<file path="src/rtl/handshake_protocol_monitor_if.sv">
// Bundle of N valid/ready/data handshake channels observed by the protocol monitor.
// The master modport is the side that drives the bus; the monitor only ever uses slave.
interface handshake_protocol_monitor_if #(
    parameter int N_CH   = 3,
    parameter int DATA_W = 8
);
    logic [N_CH-1:0]        ch_valid;
    logic [N_CH-1:0]        ch_ready;
    logic [N_CH*DATA_W-1:0] ch_data;

    modport master (
        output ch_valid,
        output ch_ready,
        output ch_data
    );

    modport slave (
        input ch_valid,
        input ch_ready,
        input ch_data
    );
endinterface

</file>
<file path="src/rtl/handshake_protocol_monitor.sv">
// Passive N-channel valid/ready checker: flags valid drops, data changes under stall
// and stall timeouts, captures the first error and keeps saturating transfer counts.
module handshake_protocol_monitor #(
    parameter int N_CH       = 3,
    parameter int DATA_W     = 8,
    parameter int MAX_STALL  = 4,
    parameter int CNT_W      = 8,
    parameter int CHECK_DATA = 1,
    localparam int CH_W      = (N_CH > 1) ? $clog2(N_CH) : 1
) (
    input  logic                    CLK,
    input  logic                    ASYNCRESETN,
    input  logic                    clear,
    handshake_protocol_monitor_if.slave mon,
    output logic [3*N_CH-1:0]       err_sticky,
    output logic                    err_pulse,
    output logic                    first_err_valid,
    output logic [CH_W-1:0]         first_err_chan,
    output logic [1:0]              first_err_code,
    output logic [N_CH*CNT_W-1:0]   xfer_count
);

    localparam int SC_W = $clog2(MAX_STALL + 1);

    typedef logic [SC_W-1:0] stall_t;

    localparam stall_t STALL_SAT  = stall_t'(MAX_STALL);
    localparam stall_t STALL_LAST = stall_t'(MAX_STALL - 1);

    typedef enum logic [1:0] {
        CODE_NONE        = 2'd0,
        CODE_VALID_DROP  = 2'd1,
        CODE_DATA_CHANGE = 2'd2,
        CODE_TIMEOUT     = 2'd3
    } err_code_e;

    logic [N_CH-1:0] det_vd;
    logic [N_CH-1:0] det_dc;
    logic [N_CH-1:0] det_to;
    logic [N_CH-1:0] any_det;

    for (genvar g = 0; g < N_CH; g++) begin : g_ch
        logic [DATA_W-1:0] data;
        logic [DATA_W-1:0] prev_data_q;
        logic              prev_valid_q;
        logic              prev_ready_q;
        stall_t            stall_cnt_q, stall_cnt_d;
        logic [CNT_W-1:0]  cnt_q, cnt_d;
        logic [2:0]        sticky_q, sticky_d;
        logic              stalled;
        logic              stall_now;
        logic              xfer;

        assign data      = mon.ch_data[g*DATA_W +: DATA_W];
        assign stalled   = prev_valid_q & ~prev_ready_q;
        assign stall_now = mon.ch_valid[g] & ~mon.ch_ready[g];
        assign xfer      = mon.ch_valid[g] & mon.ch_ready[g];

        assign det_vd[g] = stalled & ~mon.ch_valid[g];
        assign det_dc[g] = (CHECK_DATA != 0) && stalled && mon.ch_valid[g] && (data != prev_data_q);
        // Fires only on the LAST->SAT step, so a saturated stall never retriggers.
        assign det_to[g] = stall_now && (stall_cnt_q == STALL_LAST);

        always_comb begin
            stall_cnt_d = '0;
            if (stall_now) begin
                stall_cnt_d = (stall_cnt_q == STALL_SAT) ? stall_cnt_q : stall_cnt_q + 1'b1;
            end

            cnt_d = cnt_q;
            if (clear) begin
                cnt_d = '0;
            end else if (xfer && (cnt_q != '1)) begin
                cnt_d = cnt_q + 1'b1;
            end

            sticky_d = clear ? '0 : (sticky_q | {det_to[g], det_dc[g], det_vd[g]});
        end

        // History keeps tracking through clear so a stall spanning it is still timed.
        always_ff @(posedge CLK or negedge ASYNCRESETN) begin
            if (!ASYNCRESETN) begin
                prev_valid_q <= 1'b0;
                prev_ready_q <= 1'b0;
                prev_data_q  <= '0;
                stall_cnt_q  <= '0;
                cnt_q        <= '0;
                sticky_q     <= '0;
            end else begin
                prev_valid_q <= mon.ch_valid[g];
                prev_ready_q <= mon.ch_ready[g];
                prev_data_q  <= data;
                stall_cnt_q  <= stall_cnt_d;
                cnt_q        <= cnt_d;
                sticky_q     <= sticky_d;
            end
        end

        assign err_sticky[3*g +: 3]         = sticky_q;
        assign xfer_count[g*CNT_W +: CNT_W] = cnt_q;
    end

    assign any_det = det_vd | det_dc | det_to;

    logic            pick_found;
    logic [CH_W-1:0] pick_chan;
    err_code_e       pick_code;

    logic            pulse_q, pulse_d;
    logic            fev_q, fev_d;
    logic [CH_W-1:0] fchan_q, fchan_d;
    err_code_e       fcode_q, fcode_d;

    always_comb begin
        pick_found = 1'b0;
        pick_chan  = '0;
        pick_code  = CODE_NONE;
        for (int unsigned i = 0; i < N_CH; i++) begin
            if (!pick_found && any_det[i]) begin
                pick_found = 1'b1;
                pick_chan  = CH_W'(i);
                if (det_vd[i]) begin
                    pick_code = CODE_VALID_DROP;
                end else if (det_dc[i]) begin
                    pick_code = CODE_DATA_CHANGE;
                end else begin
                    pick_code = CODE_TIMEOUT;
                end
            end
        end
    end

    always_comb begin
        pulse_d = !clear && (|any_det);
        fev_d   = fev_q;
        fchan_d = fchan_q;
        fcode_d = fcode_q;
        if (clear) begin
            fev_d   = 1'b0;
            fchan_d = '0;
            fcode_d = CODE_NONE;
        end else if (!fev_q && pick_found) begin
            fev_d   = 1'b1;
            fchan_d = pick_chan;
            fcode_d = pick_code;
        end
    end

    always_ff @(posedge CLK or negedge ASYNCRESETN) begin
        if (!ASYNCRESETN) begin
            pulse_q <= 1'b0;
            fev_q   <= 1'b0;
            fchan_q <= '0;
            fcode_q <= CODE_NONE;
        end else begin
            pulse_q <= pulse_d;
            fev_q   <= fev_d;
            fchan_q <= fchan_d;
            fcode_q <= fcode_d;
        end
    end

    assign err_pulse       = pulse_q;
    assign first_err_valid = fev_q;
    assign first_err_chan  = fchan_q;
    assign first_err_code  = fcode_q;

endmodule

</file>
<file path="src/flat_wrapper.sv">
// flat-port wrapper written by rule: the top's interface ports become plain ports
module handshake_protocol_monitor_flat 
#(
    parameter int N_CH       = 3,
    parameter int DATA_W     = 8,
    parameter int MAX_STALL  = 4,
    parameter int CNT_W      = 8,
    parameter int CHECK_DATA = 1,
    localparam int CH_W      = (N_CH > 1) ? $clog2(N_CH) : 1
)
  (CLK, ASYNCRESETN, clear, err_sticky, err_pulse, first_err_valid, first_err_chan, first_err_code, xfer_count, mon_ch_valid, mon_ch_ready, mon_ch_data);
  handshake_protocol_monitor_if #(.N_CH(N_CH), .DATA_W(DATA_W)) mon_i ();
  input  logic CLK;
  input  logic ASYNCRESETN;
  input  logic clear;
  output logic [3*N_CH-1:0] err_sticky;
  output logic err_pulse;
  output logic first_err_valid;
  output logic [CH_W-1:0] first_err_chan;
  output logic [1:0] first_err_code;
  output logic [N_CH*CNT_W-1:0] xfer_count;
  input wire logic [$bits(mon_i.ch_valid)-1:0] mon_ch_valid;
  input wire logic [$bits(mon_i.ch_ready)-1:0] mon_ch_ready;
  input wire logic [$bits(mon_i.ch_data)-1:0] mon_ch_data;
  assign mon_i.ch_valid = mon_ch_valid;
  assign mon_i.ch_ready = mon_ch_ready;
  assign mon_i.ch_data = mon_ch_data;
  handshake_protocol_monitor #(.N_CH(N_CH), .DATA_W(DATA_W), .MAX_STALL(MAX_STALL), .CNT_W(CNT_W), .CHECK_DATA(CHECK_DATA)) u_core (.CLK(CLK), .ASYNCRESETN(ASYNCRESETN), .clear(clear), .mon(mon_i), .err_sticky(err_sticky), .err_pulse(err_pulse), .first_err_valid(first_err_valid), .first_err_chan(first_err_chan), .first_err_code(first_err_code), .xfer_count(xfer_count));
endmodule
</file>
<file path="config.mk">
export PLATFORM = sky130hd
export DESIGN_NAME = handshake_protocol_monitor_flat
export DESIGN_NICKNAME = d
export VERILOG_FILES = /design/src/rtl/handshake_protocol_monitor_if.sv /design/src/rtl/handshake_protocol_monitor.sv /design/src/flat_wrapper.sv
export SDC_FILE = /design/constraint.sdc
export NUM_CORES = 1
export LEC_CHECK = 0
export ABC_AREA = 1
export CORE_ASPECT_RATIO = 1.5
export CORE_MARGIN = 8
export CORE_UTILIZATION = 45
export DETAILED_ROUTE_END_ITERATION = 12
export PLACE_DENSITY = 0.73
export SLEW_MARGIN = 15
export SYNTH_ARGS = -nofsm -noshare
export SYNTH_HDL_FRONTEND = slang
export SYNTH_SLANG_ARGS = --single-unit
</file>
<file path="constraint.sdc">
create_clock -name CLK -period 4.75 [get_ports CLK]
set_clock_uncertainty 0.2 [all_clocks]
set_input_delay 1.1875 -clock CLK [delete_from_list [all_inputs] [get_ports CLK]]
set_output_delay 1.1875 -clock CLK [all_outputs]
set_load 0.05 [all_outputs]
</file>
==> summary.txt <==
Job
  • Max-cap violations: 0

Drt
  • Vias/cell: 4.82
  • Wire per inst: 13.2 um
  • Drt drc: 0
  • DR iter-0 viols: 131
  • Routed via count: 2887
  • Number of detailed-route iterations in the first pass: 5
  • Total Wirelength: 7880 um
  • Final ANT Viol Nets: 0

Yosys
  • Sequential fraction of the synthesis area: 0.532
  • Synthesized instance count: 412
  • Synth Net Count: 457
  • Flop and latch count out of synthesis: 78
  • Yosys warns: 0
  • Netlist cell types: 29
  • Syn_area_per_cell: 8.91 um2
  • Netlist Area Pre-Place: 3670 um2

Layout
  • Commonest non-fill, non-tap cell in the layout: nand2_1
  • Post-route insts no fill: 599
  • Area delta synth->final: 30.2%
  • Diode count: 0
  • Filler cells: 708
  • Reg area: 1950 um2
  • Share of layout cells above drive strength 1: 0.103
  • Footprint of the multi-input gates: 1410 um2
  • Nets: 535
  • Most frequent cells in the layout: nand2_1, dfrtp_1, clkdlybuf4s50_1
  • Final instance area: 4780 um2

Timing
  • Tightest Pin Transition: 956 ps
  • Headroom to the max-slew limit: 0.363
  • Fin crit share: 0.630
  • # setup viols final: 0
  • Min Tclk post-route: 2990 ps
  • F_max: 0.334 GHz
  • Final Hold Viols: 0
  • Final Max Tran Viols: 0
  • RSZ-0062 raised after global routing: no
  • Setup_tns: 0 ps

Clock tree
  • CTS buffer count: 9
  • Post-CTS Setup Bufs: 0
  • Cts repair resizes: 0
  • Clock transition at path regs: 50 ps
  • TritonCTS clock tree: yes
  • Clk sinks: 78
  • Cts hold-fix bufs: 0
  • Clock latency on the worst-skew pair: 330 ps
  • Max clock buf depth: 2
  • CTS HTree Levels: 3
  • Root Buffer: clkbuf_16

Power and ir drop
  • Power, Total: 1.56 mW
  • Sw Share: 0.245
  • Sequential Power Share: 0.453
  • Combinational Power Share: 0.124
  • Clock power frac: 0.424
  • Pwr dens: 327 nW/um2
  • Leak Pwr: 2.21 nW
  • Max IR drop VDD: 0.271 mV
  • Power Internal: 1.18 mW
  • Switch Pwr: 0.383 mW

Floorplan
  • Die width: 89.7 um
  • Die Y: 127 um
  • FP Rows: 40
  • Die ar.: 11400 um2
  • Starting density of the core: 0.461
  • Core Area: 7960 um2
  • # IOs: 72

Global route
  • Global route overflow: 0
  • Largest net degree at the start of global routing: 79
  • Initial antenna violation count: 0
  • Vias in the first global route: 3039
  • Global-route wire length before repair: 13600 um
  • GRT Total Usage: 0.147

Setup path
  • Worst path top cell family by delay: buffers and inverters
  • Crit-path max cell delay: 840 ps
  • CP Capture Type: primary output
  • Critical path class: flip-flop to primary output
  • WP data required: 3360 ps
  • Slowest CP cell: clkdlybuf4s50_1
  • Buffers & Inverters on Critical Path: 1
  • CP Data Arrival Time: 1610 ps
  • Cell Chain, Critical Path: clkdlybuf4s50_1
  • Critical path launch point type: flip-flop
  • Worst Path Max Fanout: 6

Placed design
  • GPL Wtd Cong: 0.747
  • Dpl cell area: 4490 um2
  • Placed cells: 584
  • DP HPWL: 5870 um
  • Number of port buffers: 71

Worst hold path
  • Worst Hold Class: flip-flop to flip-flop

Outcome
  • Outcome: completed
## kinds of logic (layout without fill, tap and decap cells)
kind of cell             Yosys count  in the layout  synth area share
AND/OR/NAND/NOR                  160            160             0.209
flip-flops                        78             78             0.532
adder cells (fa/ha/maj)           12             12            0.0409
AO/OA/AOI/OAI                     69             69             0.104
buffers and inverters             80            162            0.0828
XOR/XNOR                          13             13            0.0310
## metrics by stage
step / worst slack [ps] / util / hold WS (ps)
after floorplan: 2370 / - / 261
after global placement: 1490 / 0.564 / 280
after detailed placement: 1420 / 0.564 / 289
after CTS: 1750 / 0.601 / 296
after global routing: 1610 / 0.601 / 324
final: 1760 / 0.601 / 298
## sequential cells by signal, summed over array words and instances (netlist names)
name / cells
u_core.err_pulse: 1
u_core.first_err_chan: 2
u_core.first_err_code: 2
u_core.first_err_valid: 1
u_core.g_ch.cnt_q: 24
u_core.g_ch.prev_data_q: 24
u_core.g_ch.prev_ready_q: 3
u_core.g_ch.prev_valid_q: 3
u_core.g_ch.stall_cnt_q: 9
u_core.g_ch.sticky_q: 9
## final timing paths
kind	from	endpoint	depth (start not counted)	slack, ps
hold / removal	u_core.g_ch[0].stall_cnt_q[0]	u_core.g_ch[0].stall_cnt_q[0]	1	300
setup reg to reg	u_core.g_ch[2].cnt_q[0]	u_core.g_ch[2].cnt_q[7]	10	2760
max in group asynchronous	ASYNCRESETN	u_core.g_ch[1].prev_data_q[6]	1	2930
hold reg to reg	u_core.g_ch[0].stall_cnt_q[0]	u_core.g_ch[0].stall_cnt_q[0]	1	300
setup / recovery	u_core.g_ch[0].cnt_q[3]	xfer_count[3]	1	1760
min in group asynchronous	ASYNCRESETN	u_core.g_ch[0].prev_data_q[0]	1	810
## power by group through the flow
stage	Clock (mW)	Combinational, mW	Sequential, mW
floorplan	0	0.0751	0.751
global placement	0	0.190	0.717
detailed placement	0	0.195	0.719
CTS	0.680	0.196	0.707
global route	0.709	0.214	0.710
finish	0.661	0.193	0.707
## routing by layer
metal,track usage,vias to the layer above,part of all wire
li1,-,1455,-
met1,0.160,1359,0.42
met2,0.253,65,0.51
met3,0.0519,8,0.053
met4,0.0571,0,0.013
met5,0,-,0
## synth_stat cells (all sizes together)
library cell | n | share of area
o21ai | 24 | 0.033
dfrtp | 78 | 0.53
a221oi | 2 | 0.0048
a21boi | 2 | 0.0041
nand4 | 3 | 0.0051
xnor2 | 13 | 0.031
a211oi | 2 | 0.0041
ha | 12 | 0.041
o31ai | 1 | 0.0020
nor2 | 32 | 0.043
nand3 | 22 | 0.040
clkbuf | 4 | 0.0051
inv | 76 | 0.078
o41ai | 2 | 0.0048
a21oi | 35 | 0.050
nor3 | 5 | 0.0099
nand2 | 98 | 0.11
a31oi | 1 | 0.0017
## layout make-up
type | count | area share
clock buffers | 10 | 0.0500
repair buffers | 71 | 0.148
multi-input cells | 254 | 0.296
flip-flops and latches | 78 | 0.408
inverters | 76 | 0.0597
well taps | 105 | 0.0275
clock inverters | 5 | 0.0105
Power figures use the tool's default switching activity.
